<file path="config.mk">
export PLATFORM = sky130hd
export DESIGN_NAME = wr_dest_decoder
export DESIGN_NICKNAME = d
export VERILOG_FILES = /design/src/rtl/wr_dest_decoder.sv
export SDC_FILE = /design/constraint.sdc
export NUM_CORES = 1
export LEC_CHECK = 0
export CORE_MARGIN = 3
export CORE_UTILIZATION = 44
export CTS_CLUSTER_SIZE = 20
export DETAILED_ROUTE_END_ITERATION = 8
export GPL_TIMING_DRIVEN = 0
export PLACE_DENSITY = 0.8
export REMOVE_ABC_BUFFERS = 1
export SLEW_MARGIN = 20
export SYNTH_ARGS = -nofsm -noshare
export SYNTH_HDL_FRONTEND = slang
export SYNTH_SLANG_ARGS = --single-unit
</file>
<file path="constraint.sdc">
create_clock -name clk -period 2.1 [get_ports clk]
set_input_delay 0.315 -clock clk [delete_from_list [all_inputs] [get_ports clk]]
set_output_delay 0.315 -clock clk [all_outputs]
set_load 0.05 [all_outputs]
</file>
<file path="src/rtl/wr_dest_decoder.sv">
// Multi-port registered write-enable decoder.
// Fixed-priority collision arbitration with a saturating conflict counter.
module wr_dest_decoder #(
  parameter  int DEST_W = 4,
  parameter  int PORTS  = 2,
  parameter  int CNT_W  = 8,
  localparam int NREG   = 2 ** DEST_W
) (
  input  logic                    clk,
  input  logic                    rst_n,
  input  logic [PORTS-1:0]        in_valid,
  input  logic [PORTS*DEST_W-1:0] in_dest,
  output logic [PORTS-1:0]        in_ready,
  input  logic                    out_ready,
  output logic [PORTS-1:0]        out_valid,
  output logic [PORTS*NREG-1:0]   enable,
  output logic [NREG-1:0]         enable_any,
  output logic [CNT_W-1:0]        conflict_cnt
);

  logic [PORTS-1:0]      wins;
  logic [PORTS-1:0]      slot_free;
  logic [PORTS-1:0]      xfer;
  logic                  collide;

  logic [PORTS*NREG-1:0] enable_q;
  logic [PORTS*NREG-1:0] enable_d;
  logic [PORTS-1:0]      out_valid_q;
  logic [PORTS-1:0]      out_valid_d;
  logic [CNT_W-1:0]      conflict_cnt_q;
  logic [CNT_W-1:0]      conflict_cnt_d;

  // Lower index beats any higher index sharing its destination.
  always_comb begin
    wins    = '0;
    collide = 1'b0;
    for (int p = 0; p < PORTS; p++) begin
      wins[p] = in_valid[p];
      for (int q = 0; q < p; q++) begin
        if (in_valid[q] && in_valid[p] &&
            in_dest[q*DEST_W +: DEST_W] ==
            in_dest[p*DEST_W +: DEST_W]) begin
          wins[p] = 1'b0;
          collide = 1'b1;
        end
      end
    end
  end

  // A slot can take a request when empty or draining this cycle.
  always_comb begin
    slot_free = ~out_valid_q | {PORTS{out_ready}};
    in_ready  = slot_free & wins;
    xfer      = in_valid & in_ready;
  end

  // Per-port next state: load, clear, or hold under back-pressure.
  always_comb begin
    enable_d    = enable_q;
    out_valid_d = out_valid_q;
    for (int p = 0; p < PORTS; p++) begin
      if (slot_free[p]) begin
        if (xfer[p]) begin
          enable_d[p*NREG +: NREG] =
            NREG'(1) << in_dest[p*DEST_W +: DEST_W];
          out_valid_d[p] = 1'b1;
        end else begin
          enable_d[p*NREG +: NREG] = '0;
          out_valid_d[p] = 1'b0;
        end
      end
    end
  end

  // Count collision cycles once each, stopping at all-ones.
  always_comb begin
    conflict_cnt_d = conflict_cnt_q;
    if (collide && (conflict_cnt_q != {CNT_W{1'b1}})) begin
      conflict_cnt_d = conflict_cnt_q + CNT_W'(1);
    end
  end

  // Output register stage and counter.
  always_ff @(posedge clk or negedge rst_n) begin
    if (!rst_n) begin
      enable_q       <= '0;
      out_valid_q    <= '0;
      conflict_cnt_q <= '0;
    end else begin
      enable_q       <= enable_d;
      out_valid_q    <= out_valid_d;
      conflict_cnt_q <= conflict_cnt_d;
    end
  end

  // Merge the registered slices; winners never share a destination.
  always_comb begin
    enable_any = '0;
    for (int p = 0; p < PORTS; p++) begin
      enable_any = enable_any |
        (enable_q[p*NREG +: NREG] & {NREG{out_valid_q[p]}});
    end
  end

  assign enable       = enable_q;
  assign out_valid    = out_valid_q;
  assign conflict_cnt = conflict_cnt_q;

endmodule

</file>
### Word-level counts from Yosys, hierarchy flattened

Index checks and enable logic that the tools add are counted.

| storage, ports and cells | value |
|---|---|
| bits in registers | 42 |
| bits of input ports | 13 |
| word-level logic and storage cells | 26 |

| operators by class | value |
|---|---|
| add/sub/neg operators | 1 |
| eq/ne operators | 2 |
| shift-type cells | 2 |
| muxes and demuxes | 6 |
| bitwise logic cells | 7 |
| reduce and logical (&&, ||, !) cells | 3 |

Operators with widths:

| kind | count |
|---|---|
| $and 16x16->16 | 2 |
| $mux 16 | 2 |
| $shl 1x4->16 const A | 2 |
| $or 16x16->16 | 1 |
| $add 8x1->8 const B | 1 |
| $ne 8x8->1 const B | 1 |
| $and 2x2->2 | 2 |
| $eq 4x4->1 | 1 |
| $mux 1 | 4 |
| $logic_and 1x1->1 | 3 |
| $not 2->2 | 1 |
| $or 2x2->2 | 1 |

### Longest topological paths before layout

Gate-level depths: netlist of the first run.

| logic depth | value |
|---|---|
| depth after elaboration | 6 |
| depth in mapped cells | 6 |

### Worst setup path before layout of the first run

No wires, ideal clock.

| timing | value |
|---|---|
| path kind | register to output |
| start | register out_valid_q[1], in the netlist out_valid[1] |
| end | output in_ready[1] |
| arrival time | 1,798 ps |
| data required time | 1,785 ps |
| setup slack | -13 ps |
| stages on the path, launching flop included | 5 |
| cells stage by stage | dfrtp_1 -> buf_2 -> nor2b_1 -> buf_2 -> nor2b_1 |

| between the ends | value |
|---|---|
| word-level cells in the longest chain between the ends | 3 |

RTL lines:

| item | RTL line | RTL |
|---|---|---|
| start, declared | 28 | `logic [PORTS-1:0] out_valid_q;` |
| start signal, assigned | 91 | `out_valid_q <= out_valid_d;` |
| $not 2->2 | 52 | `slot_free = ~out_valid_q \| {PORTS{out_ready}};` |
| $or 2x2->2 | 52 |  |
| $and 2x2->2 | 53 | `in_ready = slot_free & wins;` |
| end, declared | 13 | `output logic [PORTS-1:0] in_ready,` |

Every way passes these cells.

### Worst setup path after layout of the first run

| timing | value |
|---|---|
| start | input in_dest[5] |
| end | output in_ready[1] |

| between the ends | value |
|---|---|
| word-level cells in the longest chain between the ends | 4 |

RTL lines:

| item | RTL line | RTL |
|---|---|---|
| start, declared | 12 | `input logic [PORTS*DEST_W-1:0] in_dest,` |
| $eq 4x4->1 | 41 | `in_dest[q*DEST_W +: DEST_W] ==` |
| $logic_and 1x1->1 | 40 | `if (in_valid[q] && in_valid[p] &&` |
| $mux 1 | 40 |  |
| $and 2x2->2 | 53 |  |

Every way passes these cells.

==> metrics.csv, run 1 <==
stage,metric,value,unit
layout,fin_nets,258,
layout,fin_area,0.00281,sq mm
die,core.rowCount,23,
logic_synthesis,synth_seq_cells,42,
drt,routed_wl,5750,microns
place,postPlaceCellArea,0.00267,sq mm
die,initial_core_util,0.470,
pwr,power_density,673,mW/mm^2
pwr,clockPowerShare,0.272,
die,fp.dieH,72.5,microns
setup_path,arrival,1770,ps
logic_synthesis,ys_types,29,
place,io_buffers,72,
clock_tree,cts_made_buffers,5,
pwr,p_sw,655,uW
layout,syn_to_final_growth,44.6,%
logic_synthesis,yosys-top-cells-area,"dfrtp_1, a32o_1, a22o_1, nand2_1, xor2_1",
sta,tns,0,ps
sta,relSlewSlack,0.511,
setup_path,crit_start,in_dest[5],
place,finalWeightedCongestion,0.825,
logic_synthesis,synthCells,172,
outcome,outcome,"complete, no violations",
sta,timing.final.hold_violations,0,
drt,via_count,1754,
clock_tree,path_clk_slew,90,ps
pwr,seqPwrFrac,0.475,
logic_synthesis,synth-edff-count,0,
clock_tree,cts.sinks,42,
die,die_w,72.5,microns
setup_path,required,1780,ps
logic_synthesis,synthesis.area,0.00195,sq mm
pwr,power_frac_comb,0.254,
clock_tree,htree_levels,2,
sta,setup_viol,0,
setup_path,crit_path_end_kind,output pin,
grt,grt_pass1_vias,1708,
logic_synthesis,synth_top_area_cell,dfrtp_1,
setup_path,reg2reg_to,enable[4],
setup_path,worstRegToRegCells,4,
setup_path,r2r_start,out_valid[0],
sta,grt_setup_unrepaired,yes,
layout,layout_commonest_cell,clkdlybuf4s50_1,
layout,n_antenna_cell,0,
pwr,ir_worst_vdd,449,uV
logic_synthesis,yosysWarnings,0,
sta,worst_pin_slew,728,ps
flow_run,drv_cap,0,
pwr,total_power,1890,uW
die,die_area,0.00526,sq mm
logic_synthesis,syn_avg_cell_area,11.3,sq um
layout,final_core_util,0.679,
drt,wl_per_cell,19.5,microns
die,ios,73,
sta,fmax,481,MHz
logic_synthesis,yosysSeqAreaShare,0.540,
layout,mostFrequentLayoutCells,"clkdlybuf4s50_1, dfrtp_1, nand2_1, a32o_1, dlygate4sd2_1",
clock_tree,clk_latency,300,ps
clock_tree,cts_tree,done,
grt,grt_pass1_wl,8540,microns
logic_synthesis,synthArstFlopShare,1.00,
place,hpwl,3950,microns
clock_tree,cts_root_buffer,clkbuf_8,
setup_path,ff2ff_setup_slack,330,ps
setup_path,path_max_fanout,5,
pwr,netSwitchingFraction,0.346,
grt,grt.total_usage,0.214,
die,core,0.00414,sq mm
setup_path,start_kind,primary input,
layout,finalNonFillerCells,295,
grt,grt_max_degree,26,
drt,ant_nets,0,
drt,vias_per_cell,5.95,
setup_path,crit_type,in -> out,
grt,antenna_found_initial,0,
layout,drive_gt1_frac,0.102,
logic_synthesis,synth_top_area_share,0.540,
hold_path,hp-class,in -> async,
pwr,intPower,1240,uW
place,placed_cells,283,
grt,grt_overflow_total,0,
drt,drcViolationCount,0,
sta,fin_crit,2080,ps
sta,finClkSkew,12.5,ps
drt,first_iter_violations,199,
sta,fin_crit_sh,0.991,
pwr,p_leak,0.00132,uW
drt,drt-pass1-iter-count,4,
clock_tree,cts_buffer_depth,2,
logic_synthesis,synth-main-ff-cell,dfrtp_1,
sta,slew_viol_final,0,
[synthesized netlist by cell type (4+ instances only)]
library cell,count
xor2_1,7
nand2_1,20
a22o_1,16
a32o_1,20
o21ai_0,12
nor2b_1,5
xnor2_1,4
dfrtp_1,42
nand3_1,5
clkbuf_1,4
nor3_1,4
buf_2,5
[flip-flops by register name, summed over array words and instances, names as in the netlist]
name,flops
out_valid,2
enable,32
conflict_cnt,8
[layer usage]
layer,share of wire,GRT usage,vias to the layer above
met5,0,0,-
met4,0.015,0.0697,0
met3,0.063,0.0388,11
met2,0.50,0.354,84
met1,0.42,0.285,870
li1,-,-,789
[power by group through the flow]
stage | sequential (uW) | clock (uW) | combinational (uW)
floorplan | 1030 | 0 | 154
global placement | 910 | 0 | 462
detailed placement | 914 | 0 | 475
CTS | 898 | 519 | 473
global route | 908 | 557 | 508
finish | 899 | 514 | 480
[critical path: stages]
cell and delay [ps]:
clkdlybuf4s50_1 500, xnor2_1 260, nand3_2 120, o21a_4 230, nor2b_1 120, buf_2 220
[worst max-delay path by stage]
stage / to / slack, ps / cells after the start
floorplan: in_ready[1] / -370 / 2
global placement: in_ready[1] / -1010 / 3
finish: in_ready[1] / 20 / 6
CTS: in_ready[1] / -130 / 6
detailed placement: in_ready[1] / -990 / 6
global route: in_ready[1] / -30 / 6
[area by class of cell]
type                    count  area, sq um
fillers                   331         1330
flip-flops and latches     42         1050
multi-input cells         116          851
repair buffers             76          744
clock buffers               5         68.8
well taps                  50         62.6
clock inverters             3         21.3
inverters                   3         11.3
[kinds of logic (layout without fill, tap and decap cells)]
logic type / count (synthesis) / after routing / share of synthesized area
AO/OA/AOI/OAI: 50 / 50 / 0.217
multiplexers: 1 / 1 / 0.00579
AND/OR/NAND/NOR: 52 / 53 / 0.137
adder cells (fa/ha/maj): 1 / 1 / 0.00643
buffers and inverters: 15 / 87 / 0.0437
XOR/XNOR: 11 / 11 / 0.0495
flip-flops: 42 / 42 / 0.540
[through the flow]
stage	hold WS [ps]	worst slack (ps)
2_1_floorplan	19.4	-374
3_3_place_gp	486	-1010
3_5_place_dp	270	-987
4_1_cts	488	-126
5_1_grt	474	-31.7
6_report	465	19.4
[timing repair]
item	4_1_cts	5_1_grt
cloned	0	1
gates resized for setup	28	10
hold endpoints to repair	17	0
hold buffers	1	0
buffers inserted	1	1
pin swaps	2	3
setup endpoints to repair	39	3
Note: power is estimated with default switching activity, not from simulation.
==> run 2: changes to the inputs <==
--- a/config.mk
+++ b/config.mk
@@ -6,13 +6,12 @@
 export NUM_CORES = 1
 export LEC_CHECK = 0
 export CORE_MARGIN = 3
-export CORE_UTILIZATION = 44
+export CORE_UTILIZATION = 40
 export CTS_CLUSTER_SIZE = 20
 export DETAILED_ROUTE_END_ITERATION = 8
 export GPL_TIMING_DRIVEN = 0
-export PLACE_DENSITY = 0.8
+export PLACE_DENSITY = 0.76
 export REMOVE_ABC_BUFFERS = 1
-export SLEW_MARGIN = 20
 export SYNTH_ARGS = -nofsm -noshare
 export SYNTH_HDL_FRONTEND = slang
 export SYNTH_SLANG_ARGS = --single-unit
==> constraint.sdc (replaced) <==
create_clock -name clk -period 1.7 [get_ports clk]
set_input_delay 0.255 -clock clk [delete_from_list [all_inputs] [get_ports clk]]
set_output_delay 0.255 -clock clk [all_outputs]
set_load 0.05 [all_outputs]
==> metrics.csv, run 2 (same netlist as run 1, synthesis figures left out) <==
stage,metric,value,unit
drt,first_iter_violations,116,
hold_path,hp-class,in -> async,
pwr,ir_worst_vdd,452,uV
layout,fin_area,0.00282,sq mm
layout,n_antenna_cell,0,
die,core,0.00453,sq mm
sta,grt_setup_unrepaired,yes,
sta,relSlewSlack,0.378,
clock_tree,cts_made_buffers,5,
place,place_ws,-1450,ps
setup_path,required,1440,ps
grt,grt_pass1_wl,8640,microns
grt,grt_pass1_vias,1562,
layout,layout_commonest_cell,dlygate4sd2_1,
die,die_w,75.7,microns
layout,fin_nets,264,
clock_tree,cts_root_buffer,clkbuf_8,
place,io_buffers,72,
setup_path,arrival,1420,ps
setup_path,cp_slowest_cell,dfrtp_4,
place,finalWeightedCongestion,0.814,
layout,largest_reg_flops,32,
pwr,power_density,878,mW/mm^2
sta,fin_crit_sh,0.985,
drt,via_count,1758,
die,die_area,0.00574,sq mm
setup_path,crit_path_end_kind,output pin,
setup_path,r2r_start,out_valid[1],
sta,fin_ws,25.0,ps
place,postPlaceCellArea,0.00267,sq mm
drt,vias_per_cell,5.56,
setup_path,start_kind,flip-flop,
setup_path,worstRegToRegCells,3,
grt,grt.total_usage,0.209,
drt,ant_nets,0,
setup_path,crit_type,reg -> out,
layout,regArea,0.00106,sq mm
setup_path,ff2ff_setup_slack,110,ps
die,core.rowCount,24,
flow_run,drv_cap,0,
drt,drt-pass1-iter-count,4,
setup_path,cp_common_cell,buf_6,
sta,fmax,597,MHz
clock_tree,clk_latency,300,ps
clock_tree,cts.sinks,42,
clock_tree,htree_levels,2,
clock_tree,cts_tree,done,
drt,wl_per_cell,18.0,microns
outcome,outcome,"complete, no violations",
layout,n_fill_cell,399,
die,fp.dieH,75.7,microns
sta,fin_crit,1680,ps
grt,grt_overflow_total,0,
clock_tree,path_clk_slew,80,ps
sta,worst_pin_slew,933,ps
drt,drcViolationCount,0,
layout,drive_gt1_frac,0.199,
layout,mostFrequentLayoutCells,"dlygate4sd2_1, dfrtp_1, nand2_1, a32o_1, a22o_1",
setup_path,reg2reg_to,enable[22],
setup_path,critical_path_buf_inv_count,2,
drt,routed_wl,5700,microns
sta,timing.final.hold_violations,0,
place,hpwl,3790,microns
setup_path,critical_path.top_delay_family,flip-flops,
pwr,p_leak,0.00147,uW
grt,grt_max_degree,43,
die,initial_core_util,0.429,
sta,finClkSkew,6.58,ps
setup_path,cp_cell_sequence,buf_6 -> a22o_1 -> buf_6,
sta,setup_viol,0,
clock_tree,cts_buffer_depth,2,
setup_path,path_max_fanout,17,
layout,syn_to_final_growth,45.0,%
sta,slew_viol_final,0,
die,ios,73,
grt,antenna_found_initial,0,
layout,multi_input_area,872,sq um
setup_path,slowest_delay,590,ps
run 2: cell types whose count changed in the layout (fill, tap and decap cells not counted), sizes merged, moves of 2 or more:
cell / before / now
clkdlybuf4s50: 46 / 1
clkinv: 2 / 0
dlymetal6s2s: 6 / 1
buf: 5 / 29
dlygate4sd2: 17 / 50
run 2: routing by layer:
metal	part of all wire	track usage	wire, microns	vias to the layer above
li1	-	-	-	798
met1	0.43	0.298	2480	875
met2	0.48	0.318	2740	80
met3	0.072	0.0409	410	5
met4	0.014	0.0699	77	0
met5	0	0	0	-
run 2: worst max path at each step:
stage / from / endpoint / slack, ps / cells after the start
floorplan: out_valid[1] / in_ready[1] / -710 / 2
global route: out_valid[0] / enable_any[9] / -7 / 3
global placement: out_valid[1] / in_ready[1] / -1380 / 3
detailed placement: out_valid[1] / in_ready[1] / -1450 / 3
finish: out_valid[0] / enable_any[9] / 20 / 3
CTS: out_valid[1] / in_ready[1] / -60 / 3
run 2: where the power goes:
| part | total [uW] | switching [uW] | internal, uW | leakage [uW] |
|---|---|---|---|---|
| Combinational | 587 | 405 | 181 | 0.000847 |
| Clock | 783 | 344 | 440 | 0.0000524 |
| Sequential | 1110 | 59.7 | 1050 | 0.000573 |
run 2: layout make-up:
class | instances | area share
tap | 65 | 0.0288
inverter | 3 | 0.00399
multi-input combinational | 116 | 0.309
timing repair buffer | 82 | 0.245
clock buffer | 7 | 0.0271
clock inverter | 1 | 0.0106
sequential | 42 | 0.375
run 2: what timing repair did:
| item | in CTS | in global routing |
|---|---|---|
| endpoints found under the setup margin | 94 | 18 |
| hold buffers | 0 | 0 |
| resized for setup | 164 | 8 |
| cloned | 1 | 0 |
| pin swaps | 1 | 4 |
| hold endpoints to repair | 0 | 0 |
| buffers inserted | 4 | 6 |
run 2: worst reg2reg max path, delay by kind of cell, from the launching register on:
kind            cells  cell delay, ps
simple gates        2             710
flops               1             550
compound gates      1             260
run 2: stage by stage:
| stage | setup TNS [ps] | util | hold WS, ps | total power [uW] | cells |
|---|---|---|---|---|---|
| after floorplan | -13770 | - | -40.6 | 1470 | 160 |
| after global placement | -57100 | 0.590 | 484 | 1690 | 297 |
| after detailed placement | -33520 | 0.589 | 447 | 1710 | 297 |
| after CTS | -69.9 | 0.603 | 125 | 2460 | 310 |
| after global routing | -13.1 | 0.622 | 173 | 2570 | 316 |
| final | 0 | 0.622 | 84.5 | 2480 | 316 |
